<file path="config.mk">
export PLATFORM = sky130hd
export DESIGN_NAME = noc_input_fifo_rx
export DESIGN_NICKNAME = d
export VERILOG_FILES = /design/src/rtl/noc_pkg.sv /design/src/rtl/noc_fifo_mem.sv /design/src/rtl/noc_input_fifo_rx.sv
export SDC_FILE = /design/constraint.sdc
export NUM_CORES = 1
export LEC_CHECK = 0
export CAP_MARGIN = 10
export CORE_ASPECT_RATIO = 1.5
export CORE_MARGIN = 2
export CORE_UTILIZATION = 50
export DETAILED_ROUTE_END_ITERATION = 16
export PLACE_DENSITY = 0.74
export SETUP_SLACK_MARGIN = 0.4
export SLEW_MARGIN = 25
export SYNTH_ARGS = -nofsm -noshare
export SYNTH_HDL_FRONTEND = slang
export SYNTH_HIERARCHICAL = 1
export SYNTH_SLANG_ARGS = --single-unit
</file>
<file path="constraint.sdc">
create_clock -name clk -period 6.2 [get_ports clk]
set_clock_uncertainty 0.2 [all_clocks]
set_input_delay 1.24 -clock clk [delete_from_list [all_inputs] [get_ports clk]]
set_output_delay 1.24 -clock clk [all_outputs]
set_load 0.02 [all_outputs]
</file>
<file path="src/rtl/noc_pkg.sv">
// noc_pkg: shared NoC router constants and the local-port grant vector type
package noc_pkg;
    localparam int FLIT_WIDTH = 32;
    localparam int PORT_N = 0;
    localparam int PORT_E = 1;
    localparam int PORT_W = 2;
    localparam int PORT_S = 3;
    localparam int PORT_L = 4;
    typedef logic [4:0] port_vec_t;
    typedef enum logic {HS_IDLE = 1'b0, HS_ACK = 1'b1} hs_state_t;
endpackage

</file>
<file path="src/rtl/noc_fifo_mem.sv">
// noc_fifo_mem: DEPTH x DATA_WIDTH register array, one write port, async read port
module noc_fifo_mem #(
    parameter int DATA_WIDTH = 32,
    parameter int DEPTH = 4,
    localparam int AW = $clog2(DEPTH)
) (
    input  logic                  clk,
    input  logic                  rst,
    input  logic                  we,
    input  logic [AW-1:0]         waddr,
    input  logic [DATA_WIDTH-1:0] wdata,
    input  logic [AW-1:0]         raddr,
    output logic [DATA_WIDTH-1:0] rdata
);
    logic [DATA_WIDTH-1:0] mem [DEPTH];
    // storage is cleared on reset so the head reads zero until the first write
    always_ff @(posedge clk or posedge rst)
        if (rst) mem <= '{default: '0};
        else if (we) mem[waddr] <= wdata;
    assign rdata = mem[raddr];
endmodule

</file>
<file path="src/rtl/noc_input_fifo_rx.sv">
// noc_input_fifo_rx: router input port, RTS/CTS receive handshake feeding a small flit FIFO
module noc_input_fifo_rx
    import noc_pkg::*;
#(
    parameter int DATA_WIDTH = FLIT_WIDTH,
    parameter int DEPTH = 4,
    localparam int CNT_W = $clog2(DEPTH) + 1,
    localparam int AW = $clog2(DEPTH)
) (
    input  logic                  clk,
    input  logic                  rst,
    input  logic [DATA_WIDTH-1:0] RX,
    input  logic                  DRTS,
    output logic                  CTS,
    input  port_vec_t             read_en,
    output logic [DATA_WIDTH-1:0] Data_out,
    output logic                  empty,
    output logic                  full,
    output logic [CNT_W-1:0]      count,
    output logic                  err_multi
);
    hs_state_t state, state_next;
    logic [AW-1:0] wr_ptr, rd_ptr;
    logic wr_en, rd_en;
    // handshake state register; the state bit is the CTS flop
    always_ff @(posedge clk or posedge rst)
        if (rst) state <= HS_IDLE;
        else state <= state_next;
    // acknowledge for exactly one cycle, only when room was available
    always_comb
        state_next = (state == HS_IDLE && DRTS && !full) ? HS_ACK : HS_IDLE;
    // CTS decodes directly from the state register
    always_comb
        CTS = (state == HS_ACK);
    assign wr_en = CTS & DRTS;
    assign rd_en = |read_en & ~empty;
    assign empty = (count == '0);
    assign full = (count == CNT_W'(DEPTH));
    // pointers, occupancy and the sticky multi-grant flag
    always_ff @(posedge clk or posedge rst)
        if (rst) begin
            wr_ptr <= '0;
            rd_ptr <= '0;
            count <= '0;
            err_multi <= 1'b0;
        end else begin
            wr_ptr <= wr_en ? wr_ptr + 1'b1 : wr_ptr;
            rd_ptr <= rd_en ? rd_ptr + 1'b1 : rd_ptr;
            count <= count + CNT_W'(wr_en) - CNT_W'(rd_en);
            err_multi <= err_multi | (!empty && (read_en & (read_en - 1'b1)) != '0);
        end
    noc_fifo_mem #(.DATA_WIDTH(DATA_WIDTH), .DEPTH(DEPTH)) u_mem (
        .clk(clk),
        .rst(rst),
        .we(wr_en),
        .waddr(wr_ptr),
        .wdata(RX),
        .raddr(rd_ptr),
        .rdata(Data_out)
    );
endmodule

</file>
Word-level counts from Yosys, hierarchy flattened
Index checks and enable logic that the tools add are counted.
{"block": "op_classes", "eq_ne": 1, "add_sub_neg": 5, "mux": 7, "n_lt_le_gt_ge": 3, "n_reduce_logical": 9, "bitwise_logic": 8}
{"op": "bitwise mux 128 bit", "count": 1}
{"op": "two-way mux 32 bit", "count": 3}
{"op": "binary-select mux 32 bit (select 2 bit)", "count": 1}
{"op": "demux 32 bit (select 2 bit)", "count": 1}
{"op": "greater-or-equal comparator 3 bit (second input constant)", "count": 2}
{"op": "inverter 2 -> 3 bit", "count": 2}
{"op": "AND 5 bit", "count": 1}
{"op": "nonzero test 5 bit", "count": 1}
{"op": "OR reduction 5 bit", "count": 1}
{"op": "subtractor 5 x 1 -> 5 bit (second input constant)", "count": 1}
{"op": "adder 2 x 1 -> 2 bit (second input constant)", "count": 2}
{"op": "logical AND 1 bit", "count": 4}
{"op": "adder 3 x 1 -> 3 bit", "count": 1}
{"op": "equality test 3 bit (second input constant)", "count": 1}
{"op": "logical NOT 3 bit", "count": 1}
{"op": "less-than comparator 3 x 1 -> 1 bit (second input constant)", "count": 1}
{"op": "subtractor 3 x 1 -> 3 bit", "count": 1}
{"op": "AND 1 bit", "count": 2}
{"op": "logical NOT 1 bit", "count": 2}
{"op": "inverter 1 bit", "count": 2}
{"op": "two-way mux 1 bit", "count": 1}
{"op": "bitwise OR 1 bit", "count": 1}
{"block": "word_totals", "inputBits": 40, "reg_bits": 137, "output_inout_bits": 39, "word_cells": 42}

Longest topological paths before layout
{"block": "logic_depth", "depth_word": 6, "mapped_depth": 10, "depth_no_buf": 10}

Cells and area by module
Netlist, hierarchy kept.
{"module": "noc_fifo_mem", "n_inst": 1, "seq_area_each_um2": 3203.1, "area_per_inst_um2": 5521.5, "cells_per_inst": 313}
{"module": "noc_input_fifo_rx", "n_inst": 1, "seq_area_each_um2": 225.2, "area_per_inst_um2": 442.9, "cells_per_inst": 37}

Least setup slack after synthesis
OpenSTA, ideal clock, no wires.
{"block": "synth_path", "path_type": "input port to flip-flop", "start": "in read_en[1]", "end": "reg count[2]", "slack_ns": 2.787, "arrival_ns": 3.080, "required_time_ns": 5.867, "cell_stages": 10, "path_buffers": 0, "setup_time_ns": 0.133, "cell_sequence": "or4_4 -> o21ai_2 -> inv_1 -> ha_1 -> inv_1 -> ha_1 -> inv_1 -> fa_1 -> xnor2_1 -> xnor2_1"}
{"block": "synth_between", "elab_chain_len": 3}
{"item": "from (decl)", "line": "noc_input_fifo_rx.sv:15", "rtl": "input port_vec_t read_en,"}
{"item": "OR reduction 5 bit", "line": "noc_input_fifo_rx.sv:36", "rtl": "assign rd_en = |read_en & ~empty;"}
{"item": "AND 1 bit", "line": "noc_input_fifo_rx.sv:36"}
{"item": "via rd_en", "line": "noc_input_fifo_rx.sv:24", "rtl": "logic wr_en, rd_en;"}
{"item": "subtractor 3 x 1 -> 3 bit", "line": "noc_input_fifo_rx.sv:49", "rtl": "count <= count + CNT_W'(wr_en) - CNT_W'(rd_en);"}
{"item": "to (signal assigned)", "line": "noc_input_fifo_rx.sv:49"}
{"item": "to (decl)", "line": "noc_input_fifo_rx.sv:19", "rtl": "output logic [CNT_W-1:0] count,"}
The timed path passes the listed nets, and every way through them passes these cells.
A chain may end at the register's enable or synchronous reset.

Final worst setup path
{"block": "layout_path", "start": "reg rd_ptr[0]", "end": "out Data_out[31]"}
{"block": "layout_between", "elab_chain_len": 4}
{"item": "from (decl)", "line": "noc_input_fifo_rx.sv:23", "rtl": "logic [AW-1:0] wr_ptr, rd_ptr;"}
{"item": "from (signal assigned)", "line": "noc_input_fifo_rx.sv:48", "rtl": "rd_ptr <= rd_en ? rd_ptr + 1'b1 : rd_ptr;"}
{"item": "inverter 2 -> 3 bit (not written as such)", "line": "noc_fifo_mem.sv:20", "rtl": "assign rdata = mem[raddr];"}
{"item": "binary-select mux 32 bit (select 2 bit)", "line": "noc_fifo_mem.sv:20"}
{"item": "two-way mux 32 bit (not written as such) (2 in a row)", "line": "noc_fifo_mem.sv:20"}
{"item": "to (decl)", "line": "noc_input_fifo_rx.sv:16", "rtl": "output logic [DATA_WIDTH-1:0] Data_out,"}
Every way passes these cells. The select of a mux whose other input is x is not followed.

==> implementation parameters <==
Parameter                              Value

Synth
  Number of warnings printed during yosys synthesis ... 6
  Distinct cells, synth ... 22
  Synthesized area per cell ... about 17 um^2
  Seq cells post-synth ... roughly 140
  Seq/Total Area, Yosys ... a little under three fifths
  Cell area after synthesis ... roughly 0.0060 mm^2
  Mapped Cells ... 350
  Net count after synthesis ... slightly below 400

Place
  Input/output buffers ... 78
  HPWL after detailed placement ... between 7 and 8 mm
  Cell total after placement ... between 500 and 600
  Placer Congestion ... 0.736

STA
  Shortest period the worst path allows ... 4060 ps
  Share of the cycle needed by the critical path after routing ... between 60% and 70%
  Slew headroom ... 37.2%
  Worst hold slack ... 281 ps
  Count of endpoints failing setup in the final report ... 0
  Maximum clock frequency ... between 200 and 250 MHz
  Worst Max-Slew Pin Slew ... about 940 ps
  Endpoints failing hold ... 0
  Unrepaired setup endpoints after global routing ... no
  Total Negative Setup Slacks ... 0 ps
  Final Slew Violations ... 0

Drt
  Routed wirelength normalized by instance count ... ~19 um
  DRT antenna net count ... 0
  Via density per instance ... around 5.6
  Drt first-iter violations ... ~180
  Remaining routing DRC violations ... 0
  Detailed-router iteration count before antenna repair ... 4
  Routed vias ... 3,336
  Total wire length ... roughly 11 mm

Status
  Run status ... finished, final reports clean

Power and ir drop
  Maximum VDD drop ... around 0.31 mV
  Cell-internal power ... about 3200 uW
  Power per cell area ... between 600 and 700 mW/mm^2
  Leak ... between 0.003 and 0.004 uW
  Final total power ... about 4600 uW
  Share of total power in combinational logic ... between 40% and 50%
  Proportion of power drawn by the clock network ... ~24%
  Part of the total power dissipated in sequential elements ... about a third
  Switching Share ... a little under a third
  Switching pwr ... about 1400 uW

Layout
  Fin util ... 65.0%
  Fraction of final layout cells with drive strength greater than 1 ... a little under half
  Antenna diode count ... 0
  Non-filler instance count after layout ... between 500 and 600
  Most common cell after layout, fill and taps aside ... sky130_fd_sc_hd__dfrtp_1
  Final net count ... 476
  Synthesis-to-layout area growth ... 26.4%
  Most frequent cells in the layout ... sky130_fd_sc_hd__dfrtp_1, sky130_fd_sc_hd__mux2_2, sky130_fd_sc_hd__clkdlybuf4s50_1, sky130_fd_sc_hd__mux4_2, sky130_fd_sc_hd__clkbuf_16

Clocking
  CTS tree ... done
  Number of buffers added for setup after CTS ... 0
  Maximum buffer depth of the clock tree ... 2
  Num Clock Sinks ... roughly 140
  Maximum level of the CTS H-tree ... 4
  Clock latency on the worst-skew pair ... roughly 410 ps
  Number of gates given a new drive strength after cts ... 0
  Clock-pin transition on the worst setup and hold timing paths ... about 60 ps
  Cell at the root of the clock tree ... sky130_fd_sc_hd__clkbuf_16
  Number of buffers created by CTS ... 17
  Cts hold-fix bufs ... 0

Floorplan
  Floorplan row count ... 48
  Starting density of the core ... slightly above 50%
  Height of the chip ... roughly 140 um
  I/O pin total ... 79
  Die width ... around 93 um
  Standard cell core area ... 0.0116 mm^2
  Area of the die ... approximately 0.013 mm^2

Global routing
  Top Usage Layer GRT ... met2
  Number of global-route vias before repair ... about 3,600
  Met1 GRT Util ... between 20% and 30%
  Overflow left after global routing ... 0
  Global routing usage summed across all routing layers ... approximately a fifth
  First-pass GRT wire length ... 18.5 mm
  Met3 Resource Use GR ... between 4 and 5%
  Antenna violations before repair ... 0
  Met2 usage ... about a third
  Pin count of the biggest net entering global routing ... ~90

Worst setup path
  Number of cells on the worst reg-to-reg path ... 10
  Setup slack of the worst register-to-register path ... between 3000 and 4000 ps
  Worst reg2reg startpoint ... count[1]$_DFF_PP0_
  Worst Setup Path Type ... reg2out
  Reg2reg end ... count[2]$_DFF_PP0_
  Worst setup startpoint ... rd_ptr[0]$_DFFE_PP0P_
  Category of the worst setup path capture point ... primary output
  Required time at the worst-slack endpoint ... about 4800 ps
  CP Launch Type ... flip-flop
  Crit path max fanout ... 21
  Data arrival time of the worst path ... around 2600 ps

Min path
  Beginning of the worst hold path ... err_multi$_DFF_PP0_
  Worst hold path class ... reg2reg
  Instance count along the most critical hold path ... 1
  End point of the most critical hold path ... err_multi$_DFF_PP0_

Run
  Number of max-cap violations ... 0
[area by class of cell]
| type | count | area (um^2) |
|---|---|---|
| timing repair buffer | 84 | 826 |
| sequential | 137 | 3430 |
| inverter | 8 | 35.0 |
| clock buffer | 21 | 470 |
| multi-input combinational | 185 | 2400 |
| fill | 815 | 4050 |
| clock inverter | 10 | 190 |
| tap | 150 | 188 |
[synthesized netlist by cell type, drive strengths merged]
master  instances  area [um^2]
dfrtp         137         3430
mux2          128         1440
mux4           32          721
buf            20          120
inv             8         30.0
xnor2           6         52.6
nor3b           3         27.5
a211oi          2         15.0
ha              2         25.0
nand3           2         10.0
nand3b          2         15.0
a31o            1         8.76
fa              1         20.0
nand2           1         3.75
o211ai          1         12.5
o21ai           1         8.76
o21bai          1         7.51
or3             1         6.26
or4             1         11.3
[through the flow]
stage	area [um^2]	setup slack, ps
after global routing	7540	2030
after detailed placement	6870	2250
after global placement	6870	2280
final	7540	2140
after CTS	7530	2080
after floorplan	5960	1350
[sequential cells by signal (all words and copies together) (netlist names)]
register	flops
CTS	1
count	3
rd_ptr	2
err_multi	1
u_mem/mem	128
wr_ptr	2
[how the worst max path moves through the flow]
stage,endpoint,slack (ps),cells after the start
after floorplan,u_mem/mem[0]$_DFFE_PP0P_,1350,1
after global placement,count[2]$_DFF_PP0_,2280,11
after detailed placement,count[2]$_DFF_PP0_,2250,11
after CTS,Data_out[14],2080,3
after global routing,Data_out[14],2030,3
final,Data_out[31],2140,3
[power groups by stage]
stage | Sequential (uW) | Clock [uW] | Combinational, uW
floorplan | 1510 | 0 | 1290
global placement | 1580 | 0 | 1850
detailed placement | 1610 | 0 | 1870
CTS | 1600 | 1130 | 1890
global route | 1650 | 1170 | 1970
finish | 1600 | 1110 | 1860
[routing by layer]
metal | up-vias | routed length, um
met2 | 60 | 6260
met1 | 1789 | 4630
met3 | 13 | 376
li1 | 1474 | -
met4 | 0 | 173
met5 | - | 0
[critical path, stage by stage (launching register included)]
cell                              delay [ps]
sky130_fd_sc_hd__dfrtp_2                 610
sky130_fd_sc_hd__buf_4                   450
sky130_fd_sc_hd__mux4_2                  600
sky130_fd_sc_hd__clkdlybuf4s50_1         560
[cells by family after synthesis]
logic type,share of synthesized area [%]
AOI/OAI and AO/OA,0.881
muxes,36.2
adders and majority gates,0.755
and+or+nand+nor,1.24
buffers and inverters,2.52
xor gates and xnor gates,0.881
DFF,57.5
(Power assumes the default switching activity.)
